## src/rtl/seg_scan_multi.sv

```systemverilog
// Multiplexed seven-segment scanner: configurable digit count and scan rate,
// frame-coherent snapshot with hold/load, leading-zero suppression, blanking and anode dead time.
module seg_scan_multi #(
  parameter int NUM_DIGITS     = 8,
  parameter int SCAN_DIV       = 50000,
  parameter int GHOST_CYCLES   = 64,
  parameter int SEG_ACTIVE_LOW = 1,
  parameter int AN_ACTIVE_LOW  = 1
) (
  input  logic                          clock,
  input  logic                          reset,
  input  logic [4*NUM_DIGITS-1:0]       data_i,
  input  logic [NUM_DIGITS-1:0]         dp_i,
  input  logic [NUM_DIGITS-1:0]         blank_i,
  input  logic                          lzs_en_i,
  input  logic                          hold_i,
  input  logic                          load_i,
  output logic [7:0]                    seg_o,
  output logic [NUM_DIGITS-1:0]         an_o,
  output logic [$clog2(NUM_DIGITS)-1:0] digit_idx_o,
  output logic                          frame_tick_o
);

  localparam int DW = $clog2(NUM_DIGITS);
  localparam int PW = $clog2(SCAN_DIV);
  localparam logic [7:0]            SEG_OFF = (SEG_ACTIVE_LOW != 0) ? '1 : '0;
  localparam logic [NUM_DIGITS-1:0] AN_OFF  = (AN_ACTIVE_LOW != 0) ? '1 : '0;

  if (NUM_DIGITS < 2 || NUM_DIGITS > 16) begin : g_bad_digits
    $error("seg_scan_multi: NUM_DIGITS must be 2..16");
  end
  if (SCAN_DIV < 2) begin : g_bad_div
    $error("seg_scan_multi: SCAN_DIV must be >= 2");
  end
  if (GHOST_CYCLES < 0 || GHOST_CYCLES >= SCAN_DIV) begin : g_bad_ghost
    $error("seg_scan_multi: GHOST_CYCLES must be in 0..SCAN_DIV-1");
  end

  logic [PW-1:0]         prescaler;
  logic [DW-1:0]         digit_idx;
  logic [3:0]            snap_nib [NUM_DIGITS];
  logic [NUM_DIGITS-1:0] snap_dp;
  logic [NUM_DIGITS-1:0] snap_blank;
  logic                  frame_start_q;

  logic                  wrap;
  logic                  frame_start;
  logic                  capture;
  logic [NUM_DIGITS-1:0] lead_zero;
  logic [7:0]            seg_next;
  logic [NUM_DIGITS-1:0] an_next;

  function automatic logic [6:0] hex7(input logic [3:0] n);
    case (n)
      4'h0: hex7 = 7'h3F;
      4'h1: hex7 = 7'h06;
      4'h2: hex7 = 7'h5B;
      4'h3: hex7 = 7'h4F;
      4'h4: hex7 = 7'h66;
      4'h5: hex7 = 7'h6D;
      4'h6: hex7 = 7'h7D;
      4'h7: hex7 = 7'h07;
      4'h8: hex7 = 7'h7F;
      4'h9: hex7 = 7'h6F;
      4'hA: hex7 = 7'h77;
      4'hB: hex7 = 7'h7C;
      4'hC: hex7 = 7'h39;
      4'hD: hex7 = 7'h5E;
      4'hE: hex7 = 7'h79;
      default: hex7 = 7'h71;
    endcase
  endfunction

  assign wrap        = (prescaler == PW'(SCAN_DIV - 1));
  assign frame_start = wrap && (digit_idx == DW'(NUM_DIGITS - 1));
  assign capture     = load_i || (frame_start && !hold_i);

  // lead_zero[k]: snapshot nibbles k..NUM_DIGITS-1 are all zero
  always_comb begin
    logic run;
    lead_zero = '0;
    run       = 1'b1;
    for (int unsigned j = 0; j < NUM_DIGITS; j++) begin
      run = run && (snap_nib[NUM_DIGITS-1-j] == 4'h0);
      lead_zero[NUM_DIGITS-1-j] = run;
    end
  end

  always_comb begin
    seg_next = {snap_dp[digit_idx], hex7(snap_nib[digit_idx])};
    if (lzs_en_i && (digit_idx != '0) && lead_zero[digit_idx])
      seg_next[6:0] = '0;
    if (snap_blank[digit_idx])
      seg_next = '0;
  end

  always_comb begin
    an_next = '0;
    if (prescaler >= PW'(GHOST_CYCLES))
      an_next[digit_idx] = 1'b1;
  end

  // Outputs are registered from the current scan state, so frame_tick is
  // delayed twice to line up with digit_idx_o returning to 0.
  always_ff @(posedge clock or negedge reset) begin
    if (!reset) begin
      prescaler     <= '0;
      digit_idx     <= '0;
      for (int unsigned k = 0; k < NUM_DIGITS; k++)
        snap_nib[k] <= '0;
      snap_dp       <= '0;
      snap_blank    <= '0;
      frame_start_q <= 1'b0;
      frame_tick_o  <= 1'b0;
      seg_o         <= SEG_OFF;
      an_o          <= AN_OFF;
      digit_idx_o   <= '0;
    end else begin
      if (wrap) begin
        prescaler <= '0;
        digit_idx <= (digit_idx == DW'(NUM_DIGITS - 1)) ? '0 : digit_idx + 1'b1;
      end else begin
        prescaler <= prescaler + 1'b1;
      end
      if (capture) begin
        for (int unsigned k = 0; k < NUM_DIGITS; k++)
          snap_nib[k] <= data_i[4*k +: 4];
        snap_dp    <= dp_i;
        snap_blank <= blank_i;
      end
      frame_start_q <= frame_start;
      frame_tick_o  <= frame_start_q;
      seg_o         <= (SEG_ACTIVE_LOW != 0) ? ~seg_next : seg_next;
      an_o          <= (AN_ACTIVE_LOW != 0) ? ~an_next : an_next;
      digit_idx_o   <= digit_idx;
    end
  end

endmodule

```

## config.mk

```make
export PLATFORM = sky130hd
export DESIGN_NAME = seg_scan_multi
export DESIGN_NICKNAME = d
export VERILOG_FILES = /design/src/rtl/seg_scan_multi.sv
export SDC_FILE = /design/constraint.sdc
export NUM_CORES = 1
export LEC_CHECK = 0
export BUFFER_PORTS_ARGS = -buffer_cell sky130_fd_sc_hd__buf_2
export CAP_MARGIN = 5
export CORE_UTILIZATION = 46
export DETAILED_ROUTE_END_ITERATION = 8
export HOLD_SLACK_MARGIN = 0.03
export PLACE_DENSITY = 0.7
export SLEW_MARGIN = 20
export SYNTH_ARGS = -nofsm -noshare
export SYNTH_HDL_FRONTEND = slang
export SYNTH_SLANG_ARGS = --single-unit
```

## constraint.sdc

```tcl
create_clock -name clock -period 2.75 [get_ports clock]
set_clock_uncertainty 0.05 [all_clocks]
set_input_delay 0.55 -clock clock [delete_from_list [all_inputs] [get_ports clock]]
set_output_delay 0.55 -clock clock [all_outputs]
set_load 0.01 [all_outputs]
```

==> flow_summary_export.csv <==
group,metric,value,unit
critical_path,start_kind,"register",
drt,drtPass1Iterations,4,
run_status,status,"complete, no violations",
layout,fillCellCount,710,
critical_path,crit_start,"digit_idx[0]",
placement,hpwl,6200,um
drt,drc,0,
synth,yosys.area_share.simple,10.1,%
power,pwr-share-seq,52.7,%
timing,max_freq,402,MHz
clock_network,cts_tree,"done",
synth,synth_cell_types,38,
synth,synth_area_leader_cell,"dfrtp_1",
power,clockPowerShare,35.6,%
drt,vias_per_cell,5.37,
synth,synth_edf_count,0,
layout,drive_gt1_share,45.1,%
synth,synthFlopType,"dfrtp_1",
critical_path,cp.arrival,2.66,ns
synth,ys_warn_count,0,
flow_run,maxCapViolCount,0,
hold_path,hold_class,"in2async",
synth,syn-mean-instance-area,13.2,um^2
die,die_h,96.8,um
synth,synth-seq-cells,88,
placement,place.gp.congestion,0.816,
synth,synth_nets,376,
critical_path,crit_type,"reg2reg",
drt,wl_met3,375,um
die,die_x,96.8,um
global_route,grt_usage,19.3,%
placement,dp.cells,489,
die,die_area,9370,um^2
synth,synth_most_common_cell,"dfrtp_1",
power,power.leakage,0.00221,uW
power,p_sw_share,23.4,%
clock_network,cts_buffers,9,
clock_network,cts_root_buffer,"clkbuf_8",
timing,period_needed,2.48,ns
synth,yosys.area_share.xor_xnor,2.97,%
synth,ys_seq_area_share,53.7,%
clock_network,cts.sinks,88,
synth,netlist_area,4140,um^2
power,internal-power,2120,uW
critical_path,endpoint_kind,"register",
timing,setup_viol,0,
clock_network,clk_latency,0.35,ns
global_route,grt_pass1_vias,2771,
layout,finalNonFillerCells,505,
clock_network,postCtsSetupRepairBufs,0,
drt,totalWireLength,8200,um
timing,period_share,90.4,%
synth,synth_mux_area_share,23.5,%
critical_path,crit_fanout,11,
die,start_util,47.4,%
power,netSwitchingPower,648,uW
global_route,grt_max_degree,51,
power,vdd_drop_max,0.000298,V
layout,area_growth,18.5,%
timing,final_hold_viol_count,0,
timing,slew_headroom,58.0,%
critical_path,crit-reg2reg-launch,"digit_idx[0]",
synth,postSynthCellCount,313,
die,ios,73,
timing,final_max_slew_viol_count,0,
global_route,antenna_found_initial,0,
synth,synth_top_area_share,43.6,%
timing,tns,0,ns
timing,rsz0062_at_grt,"no",
synth,postSynth.asyncResetShare,100,%
drt,met1Wirelength,3820,um
clock_network,clkTransAtPathRegs,0.09,ns
critical_path,required,2.93,ns
drt,drtIter0Drc,151,
global_route,grt_overflow_total,0,
die,row_count,34,
drt,ant_nets,0,
layout,antenna_cells,0,
power,p_per_area,565,nW/um^2
drt,wl_per_cell,16.2,um
clock_network,cts.path.max_buffers,2,
timing,tightestPinTransition,0.624,ns
clock_network,cts.htree.levels,3,
synth,synth_top_family_by_area,"multiplexers",
placement,port_buffers,72,
drt,top_layer_used,"met4",
synth,synth_area_leaders,"dfrtp_1, dfstp_2, mux2_2",
drt,wl_met2,3850,um
global_route,grt_pass1_wl,14300,um
power,p_comb_share,11.7,%
synth,ys_top_cells_by_count,"dfrtp_1, mux2_2, nor2_1",
synth,synthAdderAreaFrac,3.03,%
layout,nNetsFinal,455,
synth,synth_compound_area_share,3.84,%
die,core_area,8720,um^2
drt,vias,2713,
-- cell usage in the layout, fill, tap and decap left out, types with 2 or more instances in the layout --
cell and count:
a21o_1 2, a21oi_1 4, and2_1 2, buf_12 3
buf_2 71, buf_4 7, bufinv_16 2, clkbuf_1 2
clkbuf_8 10, dfrtp_1 71, dfstp_2 16, ha_1 10
inv_1 10, mux2_2 30, mux2_4 20, mux2i_1 5
mux4_2 12, nand2_1 21, nand3_1 16, nor2_1 23
nor2b_1 3, nor3_1 5, nor4_1 8, o211ai_1 5
o21ai_0 6, o311ai_0 2, or4_1 2, xnor2_1 5
xor2_1 9
-- cells by family after synthesis --
group / after synthesis
mux: 68
buf+inv: 23
xor+xnor: 14
simple gates: 86
compound gates: 24
fa+ha+maj: 10
flops: 88
-- flip-flops by register name (all words and copies together), names as in the netlist --
register,cells
snap_nib,32
prescaler,16
digit_idx,3
snap_dp,8
frame_start_q,1
seg_o,8
digit_idx_o,3
frame_tick_o,1
snap_blank,8
an_o,8
-- repair_timing --
action | 4_1_cts | 5_1_grt
hold buffers | 0 | 0
gates resized for setup | 0 | 1
endpoints found under the setup margin | 0 | 4
-- area by class of cell --
class | instances | area, um^2 | area share [%]
clock inverters | 4 | 76.3 | 1.56
flip-flops and latches | 88 | 2220 | 45.4
well taps | 108 | 135 | 2.76
repair buffers | 81 | 468 | 9.55
multi-input cells | 202 | 1810 | 37.0
clock buffers | 12 | 145 | 2.96
inverters | 10 | 37.5 | 0.766
-- per-stage QoR --
stage	utilization [%]	total power (uW)	hold WS, ns	worst slack [ns]	area (um^2)
2_1_floorplan	-	1660	0.204	0.129	4140
3_3_place_gp	53.6	1790	0.327	0.266	4680
3_5_place_dp	53.6	1810	0.330	0.0743	4680
4_1_cts	56.2	2790	0.107	0.0541	4900
5_1_grt	56.2	2900	0.118	0.0576	4900
6_report	56.2	2770	0.0976	0.265	4900
-- worst max-delay path, stage by stage, from the launching register on --
cell and delay, ns:
dfrtp_2 0.56, mux4_2 0.54, mux2i_1 0.37, inv_1 0.16
ha_1 0.27, o311ai_0 0.41
-- layer usage --
layer	up-vias	track usage, %
met4	0	6.77
met3	14	4.48
li1	1275	-
met2	86	29.4
met5	-	0
met1	1338	27.3
-- worst paths after layout --
path / cells after the start / end / slack (ns)
hold / removal: 1 / prescaler[11] / 0.1
max in group asynchronous: 2 / seg_o[7] / 1.88
setup reg to reg: 5 / seg_o[2] / 0.27
hold reg to reg: 0 / frame_tick_o / 0.35
min in group clock: 0 / frame_tick_o / 0.35
setup / recovery: 5 / seg_o[2] / 0.27
-- power by group through the flow --
stage                     Combinational, uW  Sequential, uW  Clock, uW
after floorplan                         198            1460          0
after global placement                  316            1480          0
after detailed placement                328            1480          0
after CTS                               329            1460       1010
after global routing                    358            1470       1070
final                                   323            1460        984
Note: power is estimated with default switching activity, not from simulation.
